<file path="src/rtl/acumulador_4bits_pkg.sv">
// acumulador_4bits_pkg: FSM state encoding and accumulator width shared by the accumulator files
package acumulador_4bits_pkg;
  localparam int ACC_W = 8;
  typedef enum logic [1:0] {IDLE, ADD_LO, ADD_HI, DONE} state_t;
endpackage

</file>
<file path="src/rtl/acumulador_4bits_if.sv">
// acumulador_4bits_if: operand handshake plus result/status bus (master drives clear/in_valid/in_data)
interface acumulador_4bits_if;
  import acumulador_4bits_pkg::*;
  logic clear;
  logic in_valid;
  logic [3:0] in_data;
  logic in_ready;
  logic [ACC_W-1:0] acc;
  logic out_valid;
  logic overflow;
  logic busy;
  modport master (output clear, in_valid, in_data, input in_ready, acc, out_valid, overflow, busy);
  modport slave (input clear, in_valid, in_data, output in_ready, acc, out_valid, overflow, busy);
endinterface

</file>
<file path="src/rtl/somador_4bits.sv">
// somador_4bits: 4-bit adder with carry in/out (A, B, Cin -> S, Cout)
module somador_4bits (
  input  logic [3:0] A,
  input  logic [3:0] B,
  input  logic       Cin,
  output logic [3:0] S,
  output logic       Cout
);
  assign {Cout, S} = {1'b0, A} + {1'b0, B} + {4'b0, Cin};
endmodule

</file>
<file path="src/rtl/acumulador_4bits.sv">
// acumulador_4bits: 8-bit running sum of 4-bit operands, one nibble per cycle through a single adder (clk, rst_n, bus)
module acumulador_4bits
  import acumulador_4bits_pkg::*;
(
  input logic clk,
  input logic rst_n,
  acumulador_4bits_if.slave bus
);
  state_t state_q, state_d;
  logic [ACC_W-1:0] acc_q, acc_d;
  logic [3:0] operand_q, operand_d, sum;
  logic carry_q, carry_d, overflow_q, overflow_d, out_valid_q, out_valid_d, busy_q, busy_d, cout, hi;
  assign hi = state_q == ADD_HI;
  somador_4bits u_add (
    .A(hi ? acc_q[7:4] : acc_q[3:0]),
    .B(hi ? 4'h0 : operand_q),
    .Cin(hi & carry_q),
    .S(sum),
    .Cout(cout)
  );
  assign bus.in_ready = rst_n && !bus.clear && state_q == IDLE;
  assign bus.acc = acc_q;
  assign bus.out_valid = out_valid_q;
  assign bus.overflow = overflow_q;
  assign bus.busy = busy_q;
  always_comb begin
    state_d = state_q;
    acc_d = acc_q;
    operand_d = operand_q;
    carry_d = carry_q;
    overflow_d = overflow_q;
    case (state_q)
      IDLE: if (bus.in_valid && bus.in_ready) begin
        operand_d = bus.in_data;
        state_d = ADD_LO;
      end
      ADD_LO: begin
        acc_d[3:0] = sum;
        carry_d = cout;
        state_d = ADD_HI;
      end
      ADD_HI: begin
        acc_d[7:4] = sum;
        overflow_d = overflow_q | cout;
        state_d = DONE;
      end
      default: state_d = IDLE;
    endcase
    if (bus.clear) begin
      state_d = IDLE;
      acc_d = '0;
      carry_d = 1'b0;
      overflow_d = 1'b0;
    end
    out_valid_d = state_d == DONE;
    busy_d = state_d != IDLE;
  end
  always_ff @(posedge clk or negedge rst_n)
    if (!rst_n) begin
      state_q <= IDLE;
      acc_q <= '0;
      operand_q <= 4'h0;
      carry_q <= 1'b0;
      overflow_q <= 1'b0;
      out_valid_q <= 1'b0;
      busy_q <= 1'b0;
    end else begin
      state_q <= state_d;
      acc_q <= acc_d;
      operand_q <= operand_d;
      carry_q <= carry_d;
      overflow_q <= overflow_d;
      out_valid_q <= out_valid_d;
      busy_q <= busy_d;
    end
endmodule

</file>
<file path="src/flat_wrapper.sv">
// flat-port wrapper written by rule: the top's interface ports become plain ports
module acumulador_4bits_flat import acumulador_4bits_pkg::*;
  (clk, rst_n, bus_clear, bus_in_valid, bus_in_data, bus_in_ready, bus_acc, bus_out_valid, bus_overflow, bus_busy);
  acumulador_4bits_if bus_i ();
  input logic clk;
  input logic rst_n;
  input wire logic [$bits(bus_i.clear)-1:0] bus_clear;
  input wire logic [$bits(bus_i.in_valid)-1:0] bus_in_valid;
  input wire logic [$bits(bus_i.in_data)-1:0] bus_in_data;
  output wire logic [$bits(bus_i.in_ready)-1:0] bus_in_ready;
  output wire logic [$bits(bus_i.acc)-1:0] bus_acc;
  output wire logic [$bits(bus_i.out_valid)-1:0] bus_out_valid;
  output wire logic [$bits(bus_i.overflow)-1:0] bus_overflow;
  output wire logic [$bits(bus_i.busy)-1:0] bus_busy;
  assign bus_i.clear = bus_clear;
  assign bus_i.in_valid = bus_in_valid;
  assign bus_i.in_data = bus_in_data;
  assign bus_in_ready = bus_i.in_ready;
  assign bus_acc = bus_i.acc;
  assign bus_out_valid = bus_i.out_valid;
  assign bus_overflow = bus_i.overflow;
  assign bus_busy = bus_i.busy;
  acumulador_4bits u_core (.clk(clk), .rst_n(rst_n), .bus(bus_i));
endmodule
</file>
<file path="config.mk">
export PLATFORM = sky130hd
export DESIGN_NAME = acumulador_4bits_flat
export DESIGN_NICKNAME = d
export VERILOG_FILES = /design/src/rtl/acumulador_4bits_pkg.sv /design/src/rtl/acumulador_4bits_if.sv /design/src/rtl/somador_4bits.sv /design/src/rtl/acumulador_4bits.sv /design/src/flat_wrapper.sv
export SDC_FILE = /design/constraint.sdc
export NUM_CORES = 1
export LEC_CHECK = 0
export ABC_AREA = 1
export BUFFER_PORTS_ARGS = -buffer_cell sky130_fd_sc_hd__buf_4
export CORE_ASPECT_RATIO = 1.2
export CORE_MARGIN = 5
export CORE_UTILIZATION = 51
export DETAILED_ROUTE_END_ITERATION = 10
export PLACE_DENSITY = 0.77
export REMOVE_ABC_BUFFERS = 1
export SYNTH_ARGS = -nofsm -noshare
export SYNTH_HDL_FRONTEND = slang
export SYNTH_SLANG_ARGS = --single-unit
</file>
<file path="constraint.sdc">
create_clock -name clk -period 5.3 [get_ports clk]
set_input_delay 1.06 -clock clk [delete_from_list [all_inputs] [get_ports clk]]
set_output_delay 1.06 -clock clk [all_outputs]
set_load 0.03 [all_outputs]
</file>
==> impl_metrics.ini, run 1 <==
[clocking]
clk_path_buf_depth = 2
cts.repair.resized = 0
cts_hold_repair.buffers = 0
worst_setup_hold_path_clk_slew_ps = 100
cts.sinks = 18
insertion_delay_ps = 290
h_tree_level_count = 1
cts_setup_buffers = 0
cts.root.buffer_cell = clkbuf_4
tritoncts = built
cts-buffers-inserted = 3

[timing]
final_min_period_over_clock_period_pct = 52.2
hold_violations = 0
max_slew.worst_pin.slew_ps = 473
setup_tns_ps = 0
setup_viol = 0
rsz0062_at_grt = false
final.setup.worst_slack_ps = 2530
max-slew-margin-rel_pct = 68.5
hold_slack_ps = 515
period_needed_ps = 2770
timing.clock.skew_ps = 1.03
maxClockFrequency_mhz = 362
finalMaxSlewViolations = 0

[die]
fp.dieH_um = 58.0
placement_rows = 17
initial_core_util_pct = 53.6
core_area_sq_um = 1830
floorplan.die_area_sq_um = 2900
die_width_um = 50.0
boundaryPins = 20

[final_layout]
final_area_sq_um = 1150
layout.cells.most_common = nand2_1
final_layout_size_suffix_gt1_share_pct = 18.8
area_of_combinational_cells_with_multiple_inputs_sq_um = 453
fin_cells = 157
fin_util_pct = 63.1
layout_common_cells = 40 x nand2_1, 19 x buf_4, 18 x dfrtp_1
antenna-diode-count = 0
syn2layout_area_growth_pct = 17.6
number_of_filler_instances_in_the_final_layout = 165
seq_area_sq_um = 450
finalNetCount = 156

[synthesis]
synth_area_in_simple_gates_pct = 26.3
postSynthCellCount = 118
avgSynthCellArea_sq_um = 8.31
post_synth_fa_ha_maj_area_fraction_pct = 11.7
yosys_register_bits = 18
synth_warnings = 0
synth_compound_gate_area_share_pct = 7.14
synth_xor_xnor_area_share_pct = 0
yosysSeqAreaShare_pct = 45.9
synth_top_family_by_area = simple AND/OR/NAND/NOR gates
yosys.cell_types.count = 18
muxShareOfSynthArea_pct = 1.02
syn_std_cell_area_sq_um = 981

[routing]
detailedRoute.firstIterationViolations = 27
first_pass_iters = 4
totalWireLength_um = 2070
via_count = 829
post_drt_wl_per_cell_um = 13.2
post-route-drc-count = 0
number_of_nets_with_antenna_violations_after_detailed_routing = 0
viasPerCell = 5.28

[worst_hold_path]
whs_endpoint = u_core.bus.acc[4]$_DFFE_PN0P_
holdCritStartpoint = u_core.bus.acc[4]$_DFFE_PN0P_
timing.hold.worst_path_depth = 2
worst_hold_path_type = reg2reg

[placement]
placed_cells = 154
preCtsSetupSlack_ps = 2510
dp_hpwl_um = 1620
port-buffer-count = 19
routabilityCongestion = 0.805
dpl-instance-area_sq_um = 1130

[global_route]
first_global_vias = 814
antenna_found_initial = 0
track_usage_pct = 15.6
grt_first_pass_wirelength_um = 3570
overflow = 0
grt_max_degree = 21

[worst_setup_path]
crit_path_cell_trace = buf_4 -> nand2_1 -> nor2_1 -> buf_4
cp_data_arrival_time_ps = 1710
worstReg2RegEnd = u_core.bus.overflow$_DFFE_PN0P_
cp_buf_inv_count = 2
timing_worst_setup_path_type = in2out
worstSetupEndpointType = primary output
worstSetupStartpoint = rst_n
worst_path_most_repeated_cell = buf_4
worstPathMaxFanout = 20
setup.worst_path.start_class = input pin
cp_slowest_cell = buf_4
worstReg2RegStart = u_core.state_q[0]$_DFF_PN0_
r2r_setup_slack_ps = 2610
critical-path-max-stage-delay_ps = 250
timing.critical_path.max_delay_family = buffers and inverters
worst_r2r_path_depth = 12
critical_path_required_ps = 4240

[power]
power_uw = 637
irDropWorstVdd_mv = 0.370
leakagePower_nw = 0.646
power.density_cell_area_nw_per_um2 = 552

[outcome]
status = completed

[run]
max_cap_violations = 0
==> worst min-delay path: cells and delay by family (launching register included) <==
kind,cells,cell delay (ps)
flip-flops,1,380
AND/OR/NAND/NOR,2,110
==> where the power goes <==
part	total (mW)	leakage (nW)	internal [mW]	switching (mW)
Sequential	0.215	0.237	0.185	0.0306
Combinational	0.355	0.396	0.123	0.232
Clock	0.0670	0.0138	0.0265	0.0405
Total	0.637	0.646	0.334	0.303
==> registers in the layout, summed over array words and instances, names as in the netlist <==
name                  flops
u_core.bus.out_valid      1
u_core.bus.overflow       1
u_core.carry_q            1
u_core.bus.busy           1
u_core.state_q            2
u_core.bus.acc            8
u_core.operand_q          4
==> worst max-delay path by stage <==
stage	end	depth (start not counted)
after floorplan	bus_in_ready	2
after global placement	bus_in_ready	4
after CTS	bus_in_ready	4
final	bus_in_ready	4
after detailed placement	bus_in_ready	4
after global routing	u_core.bus.overflow$_DFFE_PN0P_	12
==> logic make-up (layout without fill, tap and decap cells) <==
family | count (synthesis) | after routing
AO/OA/AOI/OAI | 14 | 14
adder cells (fa/ha/maj) | 8 | 8
buffers and inverters | 17 | 37
flip-flops | 18 | 18
multiplexers | 1 | 1
AND/OR/NAND/NOR | 60 | 60
==> layout make-up <==
| cell class | instances | share of cell area (%) |
|---|---|---|
| multi-input cells | 83 | 39.3 |
| flip-flops and latches | 18 | 39.0 |
| repair buffers | 19 | 12.4 |
| inverters | 15 | 5.31 |
| well taps | 19 | 2.06 |
| clock buffers | 3 | 1.95 |
==> per-layer routing <==
layer	vias to the layer above	wire length [um]	global-route usage (%)
met2	19	1080	26.0
met1	393	860	19.5
li1	413	-	-
met4	0	39	6.74
met3	4	92	2.83
met5	-	0	0
==> synth_stat cells, drive strengths merged <==
cell type | number | area share [%]
nand2 | 41 | 16
dfrtp | 18 | 46
inv | 14 | 5.4
nor2 | 12 | 4.8
a21oi | 8 | 4.1
ha | 6 | 7.7
o21ai | 6 | 3.1
nand3 | 4 | 2.0
nand4 | 3 | 3.4
buf | 2 | 1.7
fa | 2 | 4.1
clkinv | 1 | 0.89
mux2i | 1 | 1.0
Power figures use the tool's default switching activity.
==> inputs of run 2 (changes only) <==
--- a/config.mk
+++ b/config.mk
@@ -9,9 +9,9 @@
 export BUFFER_PORTS_ARGS = -buffer_cell sky130_fd_sc_hd__buf_4
 export CORE_ASPECT_RATIO = 1.2
 export CORE_MARGIN = 5
-export CORE_UTILIZATION = 51
+export CORE_UTILIZATION = 47
 export DETAILED_ROUTE_END_ITERATION = 10
-export PLACE_DENSITY = 0.77
+export PLACE_DENSITY = 0.75
 export REMOVE_ABC_BUFFERS = 1
 export SYNTH_ARGS = -nofsm -noshare
 export SYNTH_HDL_FRONTEND = slang
==> constraint.sdc (replaced) <==
create_clock -name clk -period 2.3 [get_ports clk]
set_input_delay 0.46 -clock clk [delete_from_list [all_inputs] [get_ports clk]]
set_output_delay 0.46 -clock clk [all_outputs]
set_load 0.03 [all_outputs]
==> run 2 against run 1 <==
Compared with the run above:
- routed wire length rose by 1.4%
- sequential power increased by 130%
- utilization decreased by 3.2 points
- first-iteration DRC count is 59% lower
- global-route usage decreased by 0.42 points
- sequential cell count did not move
- non-clock buffer count grew 4
- critical path type is now reg2reg
- highest routed layer unchanged
==> impl_metrics.ini, run 2 (same netlist as run 1, synthesis figures left out) <==
[outcome]
status = completed

[global_route]
antenna_found_initial = 0
grt_max_degree = 20
overflow = 0
grt_first_pass_wirelength_um = 3470
first_global_vias = 829
track_usage_pct = 15.2

[clocking]
tritoncts = built
cts-buffers-inserted = 3
h_tree_level_count = 1
cts.root.buffer_cell = clkbuf_4
clk_path_buf_depth = 2
worst_setup_hold_path_clk_slew_ps = 100
insertion_delay_ps = 290
cts.sinks = 18

[routing]
number_of_nets_with_antenna_violations_after_detailed_routing = 0
viasPerCell = 5.11
via_count = 828
post-route-drc-count = 0
detailedRoute.firstIterationViolations = 11
first_pass_iters = 4
post_drt_wl_per_cell_um = 12.9
totalWireLength_um = 2100

[power]
netSwitchingPower_uw = 717
irDropWorstVdd_mv = 0.656
power_switching_share_pct = 46.8
clock_power_share_pct = 9.9
leakagePower_nw = 0.670
pwr-share-comb_pct = 57.4
seq_power_share_pct = 32.7
power.density_cell_area_nw_per_um2 = 1260
internal-power_uw = 815
power_mw = 1.53

[final_layout]
finalNetCount = 160
fin_cells = 162
fin_util_pct = 59.9
final_layout_size_suffix_gt1_share_pct = 23.9
layout.cells.most_common = nand2_1
layout_common_cells = 40 x nand2_1, 23 x buf_4, 18 x dfrtp_1
syn2layout_area_growth_pct = 23.7
number_of_filler_instances_in_the_final_layout = 183
final_area_sq_um = 1210
largest_register_ffs = 8
antenna-diode-count = 0

[placement]
dp_hpwl_um = 1600
port-buffer-count = 19
dpl-instance-area_sq_um = 1150
preCtsSetupSlack_ps = 6.81
placed_cells = 158
routabilityCongestion = 0.852

[worst_setup_path]
crit_path_cell_trace = inv_2 -> ha_4 -> mux2i_4 -> fa_1 -> inv_1 -> fa_1 -> nand2_1 -> nand2_1 -> a21oi_2 -> nand2_1 -> nand3_1 -> nand2_1
timing_worst_setup_path_type = reg2reg
critical_path_required_ps = 2490
worstReg2RegEnd = u_core.bus.overflow$_DFFE_PN0P_
worst_r2r_path_depth = 12
setup.worst_path.start_class = flop
cp_slowest_cell = fa_1
worst_path_most_repeated_cell = nand2_1
critical-path-max-stage-delay_ps = 410
worstSetupEndpointType = flop
r2r_setup_slack_ps = 160
worstReg2RegStart = u_core.state_q[0]$_DFF_PN0_
cp_data_arrival_time_ps = 2330
worstPathMaxFanout = 4

[die]
boundaryPins = 20
die_width_um = 51.7
core_area_sq_um = 2030
initial_core_util_pct = 48.4
placement_rows = 18
floorplan.die_area_sq_um = 3100
fp.dieH_um = 60.0

[timing]
final_min_period_over_clock_period_pct = 93.0
maxClockFrequency_mhz = 468
final.setup.worst_slack_ps = 162
hold_slack_ps = 144
hold_violations = 0
period_needed_ps = 2140
max_slew.worst_pin.slew_ps = 402
setup_tns_ps = 0
max-slew-margin-rel_pct = 73.1
setup_viol = 0
timing.clock.skew_ps = 5.09
finalMaxSlewViolations = 0

[run]
max_cap_violations = 0

[worst_hold_path]
worst_hold_path_type = in2async
-- run 2: area by class of cell --
cell class / count / area (sq um) / area share [%]
tap: 20 / 25.0 / 2.06
inverter: 15 / 61.3 / 5.05
timing repair buffer: 23 / 173 / 14.2
clock buffer: 3 / 22.5 / 1.86
sequential: 18 / 450 / 37.1
multi-input combinational: 83 / 482 / 39.7
-- run 2: metal layers --
metal	up-vias	routed length (um)	track usage, %
met5	-	0	0
met3	9	116	2.99
met1	370	839	16.8
met2	25	1060	26.7
li1	424	-	-
met4	0	76	8.99
-- run 2: how the worst max path moves through the flow --
stage | from | end | cells after the start
finish | u_core.state_q[0]$_DFF_PN0_ | u_core.bus.overflow$_DFFE_PN0P_ | 12
global route | u_core.state_q[0]$_DFF_PN0_ | u_core.bus.overflow$_DFFE_PN0P_ | 12
CTS | u_core.state_q[0]$_DFF_PN0_ | u_core.bus.overflow$_DFFE_PN0P_ | 12
detailed placement | u_core.state_q[0]$_DFF_PN0_ | u_core.bus.overflow$_DFFE_PN0P_ | 12
global placement | u_core.state_q[0]$_DFF_PN0_ | u_core.bus.overflow$_DFFE_PN0P_ | 12
floorplan | u_core.state_q[0]$_DFF_PN0_ | u_core.bus.overflow$_DFFE_PN0P_ | 12
-- run 2: worst max-delay path: cells and delay by family, from the launching register on --
kind	cells	cell delay (ps)
buffers and inverters	2	160
adder cells (fa/ha/maj)	3	770
multiplexers	1	240
AND/OR/NAND/NOR	5	330
flip-flops	1	400
AO/OA/AOI/OAI	1	130
-- run 2: what timing repair did --
| item | CTS | global route |
|---|---|---|
| hold buffers | 0 | 0 |
| resized for setup | 2 | 4 |
| endpoints found under the setup margin | 1 | 4 |
| buffers inserted | 0 | 1 |
-- run 2: power groups by stage --
stage	logic [mW]	clock network [mW]	registers, mW
2_1_floorplan	0.468	0	0.597
3_3_place_gp	0.806	0	0.495
3_5_place_dp	0.823	0	0.502
4_1_cts	0.834	0.158	0.497
5_1_grt	0.981	0.170	0.514
6_report	0.879	0.152	0.502
